## src/rtl/uart_pkg.sv

```systemverilog
// uart_pkg: shared FSM state encoding and parity mode constants for the UART transmitter
package uart_pkg;
    typedef enum logic [2:0] {S_IDLE, S_START, S_DATA, S_PARITY, S_STOP} state_t;
    localparam int PAR_NONE = 0;
    localparam int PAR_ODD  = 1;
    localparam int PAR_EVEN = 2;
endpackage

```

## src/rtl/sync_fifo.sv

```systemverilog
// sync_fifo: single-clock FIFO with a show-ahead head word
// ports: clk, rst (sync, active-high), wr/din enqueue, rd dequeue, dout = head word, full/empty flags
module sync_fifo #(
    parameter int WIDTH = 8,
    parameter int DEPTH = 4
) (
    input  logic             clk,
    input  logic             rst,
    input  logic             wr,
    input  logic             rd,
    input  logic [WIDTH-1:0] din,
    output logic [WIDTH-1:0] dout,
    output logic             full,
    output logic             empty
);
    localparam int AW = $clog2(DEPTH);
    logic [WIDTH-1:0] mem [DEPTH];
    logic [AW-1:0] wp, rp;
    logic [AW:0] cnt;
    logic push, pop;
    assign push  = wr && !full;
    assign pop   = rd && !empty;
    assign full  = cnt == (AW+1)'(DEPTH);
    assign empty = cnt == '0;
    assign dout  = mem[rp];
    always_ff @(posedge clk) begin
        if (push) mem[wp] <= din;
    end
    // pointers wrap naturally because DEPTH is a power of two
    always_ff @(posedge clk) begin
        if (rst) begin
            wp  <= '0;
            rp  <= '0;
            cnt <= '0;
        end else begin
            if (push) wp <= wp + AW'(1);
            if (pop) rp <= rp + AW'(1);
            cnt <= cnt + {{AW{1'b0}}, push} - {{AW{1'b0}}, pop};
        end
    end
endmodule

```

## src/rtl/uart_tx_fifo.sv

```systemverilog
// uart_tx_fifo: buffered UART transmitter, one bit per clk_en tick
// ports: clk, rst (sync, active-high), data_input/wr_en enqueue, clk_en bit tick,
//        tx serial line (idle high), tx_busy, fifo_full, fifo_empty, overflow (rejected write pulse)
module uart_tx_fifo
    import uart_pkg::*;
#(
    parameter int DATA_BITS  = 8,
    parameter int PARITY     = 0,
    parameter int STOP_BITS  = 1,
    parameter int FIFO_DEPTH = 4
) (
    input  logic                 clk,
    input  logic                 rst,
    input  logic [DATA_BITS-1:0] data_input,
    input  logic                 wr_en,
    input  logic                 clk_en,
    output logic                 tx,
    output logic                 tx_busy,
    output logic                 fifo_full,
    output logic                 fifo_empty,
    output logic                 overflow
);
    if (DATA_BITS < 5 || DATA_BITS > 9) begin : g_bad_data_bits
        $error("DATA_BITS must be 5..9");
    end
    if (PARITY < PAR_NONE || PARITY > PAR_EVEN) begin : g_bad_parity
        $error("PARITY must be 0, 1 or 2");
    end
    if (STOP_BITS < 1 || STOP_BITS > 2) begin : g_bad_stop_bits
        $error("STOP_BITS must be 1 or 2");
    end
    if (FIFO_DEPTH < 2 || (FIFO_DEPTH & (FIFO_DEPTH - 1)) != 0) begin : g_bad_depth
        $error("FIFO_DEPTH must be a power of two >= 2");
    end

    state_t state, next_state;
    logic [DATA_BITS-1:0] head, shifter;
    logic [3:0] cnt, next_cnt;
    logic par_bit, tx_d, fifo_pop, last_data, last_stop;

    sync_fifo #(.WIDTH(DATA_BITS), .DEPTH(FIFO_DEPTH)) u_fifo (
        .clk   (clk),
        .rst   (rst),
        .wr    (wr_en),
        .rd    (fifo_pop),
        .din   (data_input),
        .dout  (head),
        .full  (fifo_full),
        .empty (fifo_empty)
    );

    assign last_data = cnt == 4'(DATA_BITS - 1);
    assign last_stop = cnt == 4'(STOP_BITS - 1);
    // pop from idle, or on the tick ending the final stop bit so frames run back to back
    assign fifo_pop  = clk_en && !fifo_empty && (state == S_IDLE || (state == S_STOP && last_stop));
    assign tx_busy   = state != S_IDLE;

    always_ff @(posedge clk) begin
        if (rst) begin
            state    <= S_IDLE;
            cnt      <= '0;
            tx       <= 1'b1;
            overflow <= 1'b0;
            shifter  <= '0;
            par_bit  <= 1'b0;
        end else begin
            overflow <= wr_en && fifo_full;
            if (clk_en) begin
                state   <= next_state;
                cnt     <= next_cnt;
                tx      <= tx_d;
                shifter <= fifo_pop ? head : shifter >> 1;
                par_bit <= fifo_pop ? (^head) ^ (PARITY == PAR_ODD) : par_bit;
            end
        end
    end

    always_comb begin
        next_state = state;
        case (state)
            S_IDLE:   if (!fifo_empty) next_state = S_START;
            S_START:  next_state = S_DATA;
            S_DATA:   if (last_data) next_state = (PARITY != PAR_NONE) ? S_PARITY : S_STOP;
            S_PARITY: next_state = S_STOP;
            S_STOP:   if (last_stop) next_state = fifo_empty ? S_IDLE : S_START;
            default:  next_state = S_IDLE;
        endcase
    end

    // the line value is chosen by the state being entered; shifter[0] is always the next data bit
    always_comb begin
        next_cnt = (next_state != state) ? 4'd0 : cnt + 4'd1;
        tx_d     = next_state == S_START  ? 1'b0 :
                   next_state == S_DATA   ? shifter[0] :
                   next_state == S_PARITY ? par_bit : 1'b1;
    end
endmodule

```

## config.mk

```make
export PLATFORM = sky130hd
export DESIGN_NAME = uart_tx_fifo
export DESIGN_NICKNAME = d
export VERILOG_FILES = /design/src/rtl/uart_pkg.sv /design/src/rtl/sync_fifo.sv /design/src/rtl/uart_tx_fifo.sv
export SDC_FILE = /design/constraint.sdc
export NUM_CORES = 1
export LEC_CHECK = 0
export BUFFER_PORTS_ARGS = -buffer_cell sky130_fd_sc_hd__clkbuf_2
export CORE_AREA = 5 5 90 92
export DETAILED_ROUTE_END_ITERATION = 16
export DIE_AREA = 0 0 95 97
export GPL_TIMING_DRIVEN = 0
export SYNTH_ARGS = -nofsm -noshare
export SYNTH_HDL_FRONTEND = slang
export SYNTH_SLANG_ARGS = --single-unit
```

## constraint.sdc

```tcl
create_clock -name clk -period 3.23 [get_ports clk]
set_clock_uncertainty 0.05 [all_clocks]
set_input_delay 0.1615 -clock clk [delete_from_list [all_inputs] [get_ports clk]]
set_output_delay 0.1615 -clock clk [all_outputs]
set_load 0.01 [all_outputs]
```

Word-level counts from Yosys, hierarchy flattened
Memories as Yosys holds them, arrays and structs flattened. A register that Yosys moved wholly into a read port is not among the register bits.
Index checks and enable logic that the tools add are counted.
- word-level logic and storage cells: 54
- output and inout bits: 5
- memories: 1
- register bits: 25
- input bits: 12
- RAM bits: 32
- memory list (name ; words ; bits a word ; read ports ; clocked after memory_dff ; wr ports ; RTL line ; text):
    u_fifo.mem ; 4 ; 8 ; 1 ; 1 ; 1 ; sync_fifo.sv:17 ; logic [WIDTH-1:0] mem [DEPTH];
- add/sub/neg operators: 5
- muxes and demuxes: 14
- equal/unequal tests: 10
- reduce and logical (&&, ||, !) cells: 15
- operators by type and width (kind ; count):
    case mux 3 bit (5 select lines) ; 1
    equality test 3 x 2 -> 1 bit, second input constant ; 4
    two-way mux 3 bit ; 3
    two-way mux 8 bit ; 1
    parity 8 bit ; 1
    equality test 3 x 1 -> 1 bit, second input constant ; 2
    equality test 3 bit, second input constant ; 2
    logical AND 1 bit ; 6
    logical NOT 3 bit ; 2
    two-way mux 1 bit ; 6
    adder 2 x 1 -> 2 bit, second input constant ; 2
    adder 4 x 1 -> 4 bit, second input constant ; 1
    equality test 4 x 3 -> 1 bit, second input constant ; 1
    logical NOT 4 bit ; 1
    two-way mux 2 bit ; 2
    two-way mux 4 bit ; 1
    adder 3 x 1 -> 3 bit ; 1
    inequality test 3 bit ; 1
    nonzero test 3 bit ; 1
    subtractor 3 x 1 -> 3 bit ; 1
    logical NOT 1 bit ; 2
    AND reduction 2 bit ; 1
    logical OR 1 bit ; 1

Longest topological paths before layout
- word-level depth: 8
- gate-level depth with buffers: 14
- depth with buffers taken out: 14

By module
Synthesis repeated with hierarchy kept, for this count alone.
- cell total of the unflattened synthesis: 191
- area, all modules: 2534.9 um2
- modules (own cells, without submodules) (module ; cells an instance ; times used ; seq. area each (um2) ; area each (um2)):
    sync_fifo ; 93 ; 1 ; 1141.1 ; 1634.1
    uart_tx_fifo ; 98 ; 1 ; 340.3 ; 900.9

Least setup slack after synthesis
Ideal clock, no wire load.
- path kind: register -> register
- start: reg cnt[0]
- end: reg u_fifo.cnt[2]
- data required time: 3052 ps
- setup slack: 392 ps
- period minus slack after synthesis: 2838 ps
- cell stages (with the launch flop): 15
- setup time: 128 ps
- data arrival time: 2660 ps
- path buffers: 0
- cells stage by stage: dfxtp_1 > inv_1 > ha_1 > or3b_4 > a2111oi_4 > nand2_1 > inv_1 > ha_1 > inv_1 > ha_1 > inv_1 > fa_1 > xor2_1 > xnor2_1 > nor2_1
- word-level cells in the longest chain between the ends: 6
- RTL lines (what ; RTL line ; text):
    start, declared ; uart_tx_fifo.sv:38 ; logic [3:0] cnt, next_cnt;
    start signal, assigned ; uart_tx_fifo.sv:70 ; cnt <= next_cnt;
    logical NOT 4 bit ; uart_tx_fifo.sv:53 ; assign last_stop = cnt == 4'(STOP_BITS - 1);
    logical AND 1 bit ; uart_tx_fifo.sv:55 ; assign fifo_pop = clk_en && !fifo_empty && (state == S_IDLE || (state == S_STOP && last_stop));
    logical OR 1 bit ; uart_tx_fifo.sv:55 ;
    logical AND 1 bit ; uart_tx_fifo.sv:55 ;
    logical AND 1 bit ; sync_fifo.sv:22 ; assign pop = rd && !empty;
    net u_fifo.pop ; sync_fifo.sv:20 ; logic push, pop;
    subtractor 3 x 1 -> 3 bit ; sync_fifo.sv:38 ; cnt <= cnt + {{AW{1'b0}}, push} - {{AW{1'b0}}, pop};
    end signal, assigned ; sync_fifo.sv:38 ;
    end, declared ; sync_fifo.sv:19 ; logic [AW:0] cnt;
The timed path passes the listed nets, and every way through them passes these cells.
A chain may end at the register's enable or synchronous reset.

Worst setup path in the final report
Ends and elaborated chain as after synthesis.

==> metrics <==
fraction of layout instances using a drive strength above 1 18.42%; grt ovf 0; CTS Buf Count 9; site row count 31; WL/cell 13.10 um; Post-Syn Nets 210; CP required 3.39 ns; hold violation count in the final report 0; critical path class reg2reg; first drt pass iteration count 4; Mapped Cells 189; final core utilization 40.94%; Register-to-Register Path Depth 14; Die Y 97 um; Slew Limit Headroom 58.18%; IO buf count 15; initial antenna violation count 0; Root Driver clkbuf_8; max cap viols 0; static leakage 0.001077 uW; post-synth top area share 39.24%; post-route setup slack 0.2711 ns; DR vias 1,452; largest net degree at the start of global routing 12; total negative slack 0 ns; setup repair after global routing missed its margin false; yosys synthesis warning count 0; Synth async-reset ratio 0%; storage element area 1481 um^2; drc violations 0; final number of max-transition violations 0; fmax 338.0 MHz; # setup viols final 0; Sink Count 58; first-pass GRT wire length 7403 um; Worst Setup Start Kind flop; Fin Hold WS 0.07960 ns; clk_lat worst skew 0.34 ns; CTS tree built; worst min path class in2reg; Worst Setup End Kind flop; Bufs on Longest Clock Path 2; CTS clk-pin slew, worst paths 0.07 ns; fillcell total 717; number of global-route vias before repair 1,507; Detailed Place HPWL 2816 um; Pwr per Cell Area 760.2 nW/um^2; Multi-input gate area 872.1 um^2; I/O pin cnt 17; Slew @ Worst Pin 0.6226 ns; Period minus WS final 2.959 ns; Starting DRT DRC Count 38; Tcrit/Tclk final 91.61%; Area Growth Syn to Fin 19.32%; area leader, netlist edfxtp_1; Final #Nets 244; Ant. Diodes 0; ys flop type edfxtp_1; Synth cell types 34; H-tree levels 3; die area 9215 um^2; Commonest cells post-synth 32 x edfxtp_1, 26 x dfxtp_1, 20 x nor2_1; core area 7137 um^2; Mapped Area 2449 um^2; Crit Path Max Fanout 4; RD Place Congestion 0.6970; post-CTS setup buffers 0; WHS Path Cells 2; most common cell in the netlist edfxtp_1; maximum VDD drop 0.0002917 V; Mean Syn Cell Area 12.96 um^2; final WL 4284 um; EDFF count, synth 32; Power, Total 2221 uW; DIE WIDTH 95 um; Setup WS pre-CTS 0.2208 ns; Avg Vias per Cell 4.440; crit path DAT 3.12 ns; status finished clean; All-Layer GR Usage 10.70%; Initial Utilization 34.31%; Post-DRT Antenna Nets 0; Area contributors post-synth edfxtp_1 39%, dfxtp_1 21%, mux4_2 7.4%, ha_1 4.1%, mux2i_1 3.7%; sequential area share after synthesis 60.50%; #FFs+latches synth 58
## metal layers
layer	global-route usage, %	up-vias	share of wire [%]
met5	0	-	0
met2	15.78	23	45
li1	-	746	-
met1	13.33	674	48
met4	3.996	0	1.8
met3	5.353	9	5.6
## final cells by class
cell class,instances,area share [%]
Inverter,12,1.542
Clock inverter,7,2.398
Tap cell,99,4.240
Sequential cell,58,50.71
Multi-Input combinational cell,108,29.85
Buffer,11,1.713
Timing Repair Buffer,23,5.311
Clock buffer,9,4.240
## path summary, 6_finish.rpt
kind / slack, ns / startpoint / to
worst max register to register: 0.27 / cnt[0] / u_fifo.cnt[2]
worst min-delay path: 0.08 / wr_en / overflow
worst max-delay path: 0.27 / cnt[0] / u_fifo.cnt[2]
worst min register to register: 0.43 / shifter[7] / shifter[7]
## logic make-up (layout without fill, tap and decap cells)
| family | after synthesis | after routing | share of synthesized area (%) |
|---|---|---|---|
| AO/OA/AOI/OAI | 22 | 22 | 6.541 |
| XOR/XNOR | 5 | 5 | 1.789 |
| adder cells (fa/ha/maj) | 9 | 9 | 4.906 |
| buffers and inverters | 23 | 62 | 3.883 |
| flip-flops | 58 | 58 | 60.50 |
| multiplexers | 17 | 17 | 11.04 |
| AND/OR/NAND/NOR | 55 | 55 | 11.34 |
## power breakdown
| part | internal (uW) | total (uW) | switching, uW |
|---|---|---|---|
| Sequential | 893 | 949 | 55.8 |
| Combinational | 302 | 621 | 318 |
| Clock | 352 | 652 | 299 |
## critical path, stage by stage (launching register included)
cell and delay, ns:
dfxtp_1 0.34, inv_1 0.08, ha_1 0.13, or3b_4 0.40, a2111oi_4 0.40, nand2_1 0.17, inv_1 0.09, ha_1 0.22
inv_1 0.06, ha_1 0.13, inv_1 0.05, fa_1 0.38, xor2_1 0.17, xnor2_1 0.13, nor2_1 0.05
## through the flow
stage / cells / cell area [um^2]
after floorplan: 189 / 2449
after global placement: 303 / 2648
after detailed placement: 303 / 2648
after CTS: 327 / 2922
after global routing: 327 / 2922
final: 327 / 2922
## cell usage in the layout (no fill, tap or decap), drive strengths merged, types with 4 or more instances in the layout
cell type	synthesis	final
a211oi	7	7
a21oi	9	9
and3	4	4
clkbuf	8	32
dfxtp	26	26
dlygate4sd3	0	8
edfxtp	32	32
ha	8	8
inv	12	12
mux2i	9	9
mux4	8	8
nand2	7	7
nand2b	5	5
nand3	8	8
nor2	20	20
## registers in the layout, indices dropped and copies added (netlist names), named ones only
register    count
u_fifo.cnt      3
u_fifo.mem     32
cnt             4
state           3
overflow        1
u_fifo.rp       2
tx              1
u_fifo.wp       2
shifter         8
## what timing repair did
action	in CTS	in global routing
resized for setup	0	0
hold endpoints to repair	30	0
hold buffers	8	0
endpoints found under the setup margin	0	1
Note: power is estimated with default switching activity, not from simulation.
